File: config.mk
export PLATFORM = sky130hd
export DESIGN_NAME = pipelined_chunk_adder_flat
export DESIGN_NICKNAME = d
export VERILOG_FILES = /design/src/rtl/pipelined_chunk_adder_if.sv /design/src/rtl/pipelined_chunk_adder.sv /design/src/flat_wrapper.sv
export SDC_FILE = /design/constraint.sdc
export NUM_CORES = 1
export LEC_CHECK = 0
export CORE_ASPECT_RATIO = 0.75
export CORE_MARGIN = 4
export CORE_UTILIZATION = 57
export CTS_CLUSTER_DIAMETER = 60
export DETAILED_ROUTE_END_ITERATION = 7
export PLACE_DENSITY = 0.92
export SYNTH_ARGS = -nofsm -noshare
export SYNTH_HDL_FRONTEND = slang
export SYNTH_SLANG_ARGS = --single-unit
File: constraint.sdc
create_clock -name clk -period 7.28 [get_ports clk]
set_clock_uncertainty 0.1 [all_clocks]
set_input_delay 2.184 -clock clk [delete_from_list [all_inputs] [get_ports clk]]
set_output_delay 2.184 -clock clk [all_outputs]
set_load 0.03 [all_outputs]
File: src/rtl/pipelined_chunk_adder_if.sv
`default_nettype none
// ============================================================================
// Module   : pipelined_chunk_adder_if
// Brief    : Operand and result valid/ready handshake bundle for the adder.
// Revision : 1.0
// ============================================================================
interface pipelined_chunk_adder_if #(
    parameter int WIDTH = 16
);
    logic             in_valid;
    logic             in_ready;
    logic [WIDTH-1:0] A;
    logic [WIDTH-1:0] B;
    logic             carry_in;
    logic             sub;
    logic             out_valid;
    logic             out_ready;
    logic [WIDTH-1:0] sum;
    logic             carry_out;
    logic             overflow;

    modport master (
        output in_valid, A, B, carry_in, sub, out_ready,
        input  in_ready, out_valid, sum, carry_out, overflow
    );

    modport slave (
        input  in_valid, A, B, carry_in, sub, out_ready,
        output in_ready, out_valid, sum, carry_out, overflow
    );
endinterface
`default_nettype wire

File: src/rtl/pipelined_chunk_adder.sv
`default_nettype none
// ============================================================================
// Module   : pipelined_chunk_adder
// Brief    : WIDTH-bit add/subtract, one CHUNK per pipeline stage, carry
//            registered between stages, single global stall enable.
// Revision : 1.0
// ============================================================================
module pipelined_chunk_adder #(
    parameter int WIDTH = 16,
    parameter int CHUNK = 4
) (
    input  logic                    clk,
    input  logic                    rst,
    pipelined_chunk_adder_if.slave  bus
);
    localparam int STAGES = WIDTH / CHUNK;

    // Index 0 is the conditioned-operand capture register; index k+1 holds
    // the beat after chunk k has been added, so index STAGES is the output.
    logic             r_valid [0:STAGES];
    logic             r_c     [0:STAGES];
    logic [WIDTH-1:0] r_s     [0:STAGES];
    logic [WIDTH-1:0] r_a     [0:STAGES-1];
    logic [WIDTH-1:0] r_b     [0:STAGES-1];
    logic             r_ovf;

    logic [CHUNK:0]   w_chunk [0:STAGES-1];
    logic [WIDTH-1:0] w_s     [0:STAGES-1];
    logic             w_msb_cin;
    logic             w_ovf;
    logic             w_en;

    assign w_en         = ~r_valid[STAGES] | bus.out_ready;
    assign bus.in_ready = w_en;

    always_comb begin
        for (int k = 0; k < STAGES; k++) begin
            w_chunk[k] = {1'b0, r_a[k][k*CHUNK +: CHUNK]}
                       + {1'b0, r_b[k][k*CHUNK +: CHUNK]}
                       + {{CHUNK{1'b0}}, r_c[k]};
            w_s[k]                   = r_s[k];
            w_s[k][k*CHUNK +: CHUNK] = w_chunk[k][CHUNK-1:0];
        end
        // Carry into the MSB recovered from the MSB sum bit and its operands.
        w_msb_cin = r_a[STAGES-1][WIDTH-1] ^ r_b[STAGES-1][WIDTH-1]
                  ^ w_s[STAGES-1][WIDTH-1];
        w_ovf     = w_msb_cin ^ w_chunk[STAGES-1][CHUNK];
    end

    always_ff @(posedge clk or posedge rst) begin
        if (rst) begin
            for (int k = 0; k <= STAGES; k++) begin
                r_valid[k] <= 1'b0;
                r_c[k]     <= 1'b0;
                r_s[k]     <= '0;
            end
            for (int k = 0; k < STAGES; k++) begin
                r_a[k] <= '0;
                r_b[k] <= '0;
            end
            r_ovf <= 1'b0;
        end else if (w_en) begin
            r_valid[0] <= bus.in_valid;
            r_a[0]     <= bus.A;
            r_b[0]     <= bus.sub ? ~bus.B : bus.B;
            r_c[0]     <= bus.carry_in ^ bus.sub;
            r_s[0]     <= '0;
            for (int k = 0; k < STAGES; k++) begin
                r_valid[k+1] <= r_valid[k];
                r_c[k+1]     <= w_chunk[k][CHUNK];
                r_s[k+1]     <= w_s[k];
            end
            for (int k = 1; k < STAGES; k++) begin
                r_a[k] <= r_a[k-1];
                r_b[k] <= r_b[k-1];
            end
            r_ovf <= w_ovf;
        end
    end

    assign bus.out_valid = r_valid[STAGES];
    assign bus.sum       = r_s[STAGES];
    assign bus.carry_out = r_c[STAGES];
    assign bus.overflow  = r_ovf;
endmodule
`default_nettype wire

File: src/flat_wrapper.sv
// flat-port wrapper written by rule: the top's interface ports become plain ports
module pipelined_chunk_adder_flat 
#(
    parameter int WIDTH = 16,
    parameter int CHUNK = 4
)
  (clk, rst, bus_in_valid, bus_A, bus_B, bus_carry_in, bus_sub, bus_out_ready, bus_in_ready, bus_out_valid, bus_sum, bus_carry_out, bus_overflow);
  pipelined_chunk_adder_if #(.WIDTH(WIDTH)) bus_i ();
  input  logic clk;
  input  logic rst;
  input wire logic [$bits(bus_i.in_valid)-1:0] bus_in_valid;
  input wire logic [$bits(bus_i.A)-1:0] bus_A;
  input wire logic [$bits(bus_i.B)-1:0] bus_B;
  input wire logic [$bits(bus_i.carry_in)-1:0] bus_carry_in;
  input wire logic [$bits(bus_i.sub)-1:0] bus_sub;
  input wire logic [$bits(bus_i.out_ready)-1:0] bus_out_ready;
  output wire logic [$bits(bus_i.in_ready)-1:0] bus_in_ready;
  output wire logic [$bits(bus_i.out_valid)-1:0] bus_out_valid;
  output wire logic [$bits(bus_i.sum)-1:0] bus_sum;
  output wire logic [$bits(bus_i.carry_out)-1:0] bus_carry_out;
  output wire logic [$bits(bus_i.overflow)-1:0] bus_overflow;
  assign bus_i.in_valid = bus_in_valid;
  assign bus_i.A = bus_A;
  assign bus_i.B = bus_B;
  assign bus_i.carry_in = bus_carry_in;
  assign bus_i.sub = bus_sub;
  assign bus_i.out_ready = bus_out_ready;
  assign bus_in_ready = bus_i.in_ready;
  assign bus_out_valid = bus_i.out_valid;
  assign bus_sum = bus_i.sum;
  assign bus_carry_out = bus_i.carry_out;
  assign bus_overflow = bus_i.overflow;
  pipelined_chunk_adder #(.WIDTH(WIDTH), .CHUNK(CHUNK)) u_core (.clk(clk), .rst(rst), .bus(bus_i));
endmodule
==> results.txt <==
The share of the core filled with cells in the final layout is 0.6850. The data arrival at the endpoint of the critical path came out at 3.54 ns. The worst setup path is captured at an output pin. In the global route stage, overall resource usage came out at 0.1976. The number of nets handed over by synthesis was 666. The cell area after synthesis came out at 5739 um^2.

The number of diodes added for antenna fixing came out at 0. The largest net degree at the start of global routing is about 140. The worst-path maximum fanout came out at 10. The number of DRC markers after the initial detailed-route iteration is around 350.

Hold repair after CTS inserted 0 buffers. By area the synthesized netlist is led by sky130_fd_sc_hd__dfrtp_1, sky130_fd_sc_hd__nand2_1, sky130_fd_sc_hd__xnor2_1, sky130_fd_sc_hd__fa_1, sky130_fd_sc_hd__ha_1. The power density over the cells is between 400 and 500 nW/um^2. The worst slew margin relative to its limit came out at 0.2053. The worst-margin pin slew is 1.192 ns. The maximum frequency from static timing analysis is 171.8 MHz. The number of max-cap violations came out at 0. Setup repair after global routing left no endpoint under its margin. The cell count after synthesis came out at a little over 600.

TritonCTS built the clock tree. The post-cts resize count is 0. The via-per-instance ratio came out at 5.009. The total number of yosys warnings came out at 0.

The number of top-level pins came out at slightly below 60. The run finished with clean final reports. The average cell area after synthesis came out at between 9 and 10 um^2. The area share of the largest cell type after synthesis came out at 0.5712. The area of the core came out at 9736 um^2. The post-route fraction of the period consumed by the critical path came out at 0.7994. The tightest min-delay check is of the flop to flop type. For this run, design rule violations remaining after detail routing come to 0. The number of antenna violations at the first check in global routing was 0.

After synthesis the netlist holds a flip-flop and latch count of 131. The number of synthesized flops with an enable pin is 0. The maximum ir drop on the vdd rail is 0.1841 mV. Among all cell types in the netlist, the one instantiated most often is sky130_fd_sc_hd__nand2_1.

After layout, the minimum clock period comes to between 5 and 6 ns. The quantity of I/O buffers inserted on ports is 57. For the final routed database, the setup TNS stands at 0 ns.

sky130_fd_sc_hd__dfrtp_1 takes more of the synthesized area than any other cell. The later pin in the worst-skew pair is clocked with a latency of just over 0.4 ns. The fraction of layout cells with a size suffix above 1 is 0.06126.

The clock input transition at the sequential cells of the worst setup and hold paths is approximately 0.050 ns. The first-pass iteration count of the detailed router came out at 5. The TritonCTS buffer count came out at 17.

For this design the static power due to leakage is approximately 3.4 nW. The number of global-route vias before repair is approximately 4000. Excluding fillers, the count of instances in the completed layout stands at between 700 and 800.

The final hold violation count came out at 0. The proportion of synthesized flip-flops having asynchronous set or reset came out at 1.000. The required time of the critical path is around 5.0 ns. The average routed wire per standard cell came out at roughly 13 um. Counting every sink on the clock net gives around 130. The via total after detailed routing came out at 3932. The portion of the post-synthesis area used by sequential elements is 0.5712. The area growth from synthesis to final layout came out at 16.20%. After synthesis, the netlist uses 22 different library cells.

The kind of launch point of the worst setup path is an input port. The die extent in x is between 100 and 150 um. Once the clock tree was built, the setup fixing pass inserted 0 buffers. The initial core utilization is 0.5895. The number of nets in the layout came out at 698.

For this run, the slowest stage of the critical path takes between 0.5 and 0.6 ns. The overflow left after global routing is 0. The die area is 11750 um^2.

Among all stages on the critical path, the largest delay is contributed by sky130_fd_sc_hd__clkdlybuf4s50_1. The longest clock path from root to sink contains 2 buffers. The HPWL after detailed placement came out at 6565 um. The worst setup slack before clock tree synthesis is 1.461 ns. The placer congestion estimate is 0.7931. The total count of max-transition violations in the final report came to 0. The number of placement rows came out at 31. Traced cell by cell, the critical path runs through clkdlybuf4s50_1 > nor2b_4 > inv_4 > clkdlybuf4s50_1. The commonest cells after synthesis are sky130_fd_sc_hd__nand2_1, sky130_fd_sc_hd__dfrtp_1, sky130_fd_sc_hd__o21ai_0. Clock tree synthesis selected as its root buffer the cell sky130_fd_sc_hd__clkbuf_16. The most instantiated flip-flop cell in the synthesis netlist is sky130_fd_sc_hd__dfrtp_1.

The number of nets with antenna violations after detailed routing came out at 0. The cell count after placement came out at around 750. The total of fill cells in the finished design came out at 711. The aggregate routed wire length came out at 10420 um. The die boundary height came out at roughly 95 um. The number of H-tree levels is 4. The number of failing setup endpoints in the final timing report is 0.

Counting stages on the worst path, the most repeated cell is sky130_fd_sc_hd__clkdlybuf4s50_1. The global-route wire length before repair came out at approximately 18000 um. The least setup slack across all paths after layout came out at approximately 1.5 ns. The critical path is of the input port to output pin type.
-- metal layers --
| metal | vias up | wire, um | track usage |
|---|---|---|---|
| met2 | 99 | 5157 | 0.3230 |
| met3 | 12 | 571 | 0.05329 |
| met4 | 0 | 135 | 0.07097 |
| li1 | 1924 | - | - |
| met1 | 1897 | 4558 | 0.2554 |
| met5 | - | 0 | 0 |
-- state kept, by name, summed over array words and instances, names as in the netlist --
register              flops
u_core.r_valid            4
u_core.r_a               40
u_core.bus.sum           16
u_core.r_s               24
u_core.bus.out_valid      1
u_core.bus.overflow       1
u_core.r_b               40
u_core.bus.carry_out      1
u_core.r_c                4
-- logic make-up after synthesis --
kind of cell | Yosys count | share of synthesized area
AND/OR/NAND/NOR | 326 | 0.2154
flip-flops | 131 | 0.5712
buffers and inverters | 56 | 0.06976
AO/OA/AOI/OAI | 50 | 0.05145
XOR/XNOR | 25 | 0.03815
adder cells (fa/ha/maj) | 20 | 0.05406
-- area by class of cell --
type	count	area (um^2)	share of cell area
timing repair buffer	60	593.1	0.08893
clock buffer	27	503.0	0.07542
multi-input combinational	421	2066	0.3098
tap	132	165.2	0.02477
clock inverter	5	25.02	0.003752
inverter	9	38.79	0.005816
sequential	131	3278	0.4916
-- worst max-delay path, delay by kind of cell --
kind | cells | cell delay, ns
and+or+nand+nor | 1 | 0.27
buffers and inverters | 3 | 1.08
-- cell usage in the layout, fill, tap and decap left out --
| cell | instances |
|---|---|
| sky130_fd_sc_hd__inv_4 | 2 |
| sky130_fd_sc_hd__o21ai_1 | 2 |
| sky130_fd_sc_hd__clkdlybuf4s50_1 | 57 |
| sky130_fd_sc_hd__xor2_1 | 6 |
| sky130_fd_sc_hd__nand2_1 | 312 |
| sky130_fd_sc_hd__o21ai_0 | 28 |
| sky130_fd_sc_hd__inv_1 | 7 |
| sky130_fd_sc_hd__a21oi_2 | 8 |
| sky130_fd_sc_hd__nor2_1 | 10 |
| sky130_fd_sc_hd__clkbuf_1 | 6 |
| sky130_fd_sc_hd__nand2b_1 | 1 |
| sky130_fd_sc_hd__fa_1 | 8 |
| sky130_fd_sc_hd__nor2b_4 | 1 |
| sky130_fd_sc_hd__clkinv_2 | 5 |
| sky130_fd_sc_hd__ha_1 | 12 |
| sky130_fd_sc_hd__a21oi_1 | 6 |
| sky130_fd_sc_hd__nor2b_1 | 2 |
| sky130_fd_sc_hd__xnor2_1 | 19 |
| sky130_fd_sc_hd__clkbuf_16 | 17 |
| sky130_fd_sc_hd__clkbuf_8 | 4 |
| sky130_fd_sc_hd__a21o_1 | 6 |
| sky130_fd_sc_hd__dfrtp_1 | 131 |
| sky130_fd_sc_hd__buf_4 | 3 |
-- where the power goes --
part | internal (mW) | switching (mW) | total [mW]
sequential | 1.06 | 0.193 | 1.25
combinational | 0.445 | 0.645 | 1.09
clock | 0.468 | 0.282 | 0.750
-- final timing paths --
check	startpoint	endpoint	depth (start not counted)	slack, ns
max in group asynchronous	rst	u_core.r_valid[1]	3	3.59
max	bus_out_ready	bus_in_ready	4	1.46
max reg2reg	u_core.r_b[12]	u_core.bus.overflow	6	4.99
min in group asynchronous	rst	u_core.r_a[48]	2	2.15
min	u_core.r_s[35]	u_core.r_s[35]	2	0.36
min reg2reg	u_core.r_s[35]	u_core.r_s[35]	2	0.36
-- stage by stage --
stage	hold WS [ns]	power (mW)	cell area (um^2)
3_5_place_dp	0.3550	2.339	6141
2_1_floorplan	0.3300	2.098	5739
6_report	0.3648	3.089	6669
5_1_grt	0.3809	3.312	6669
4_1_cts	0.3665	3.112	6669
3_3_place_gp	0.3454	2.247	6141
(Power assumes the default switching activity.)
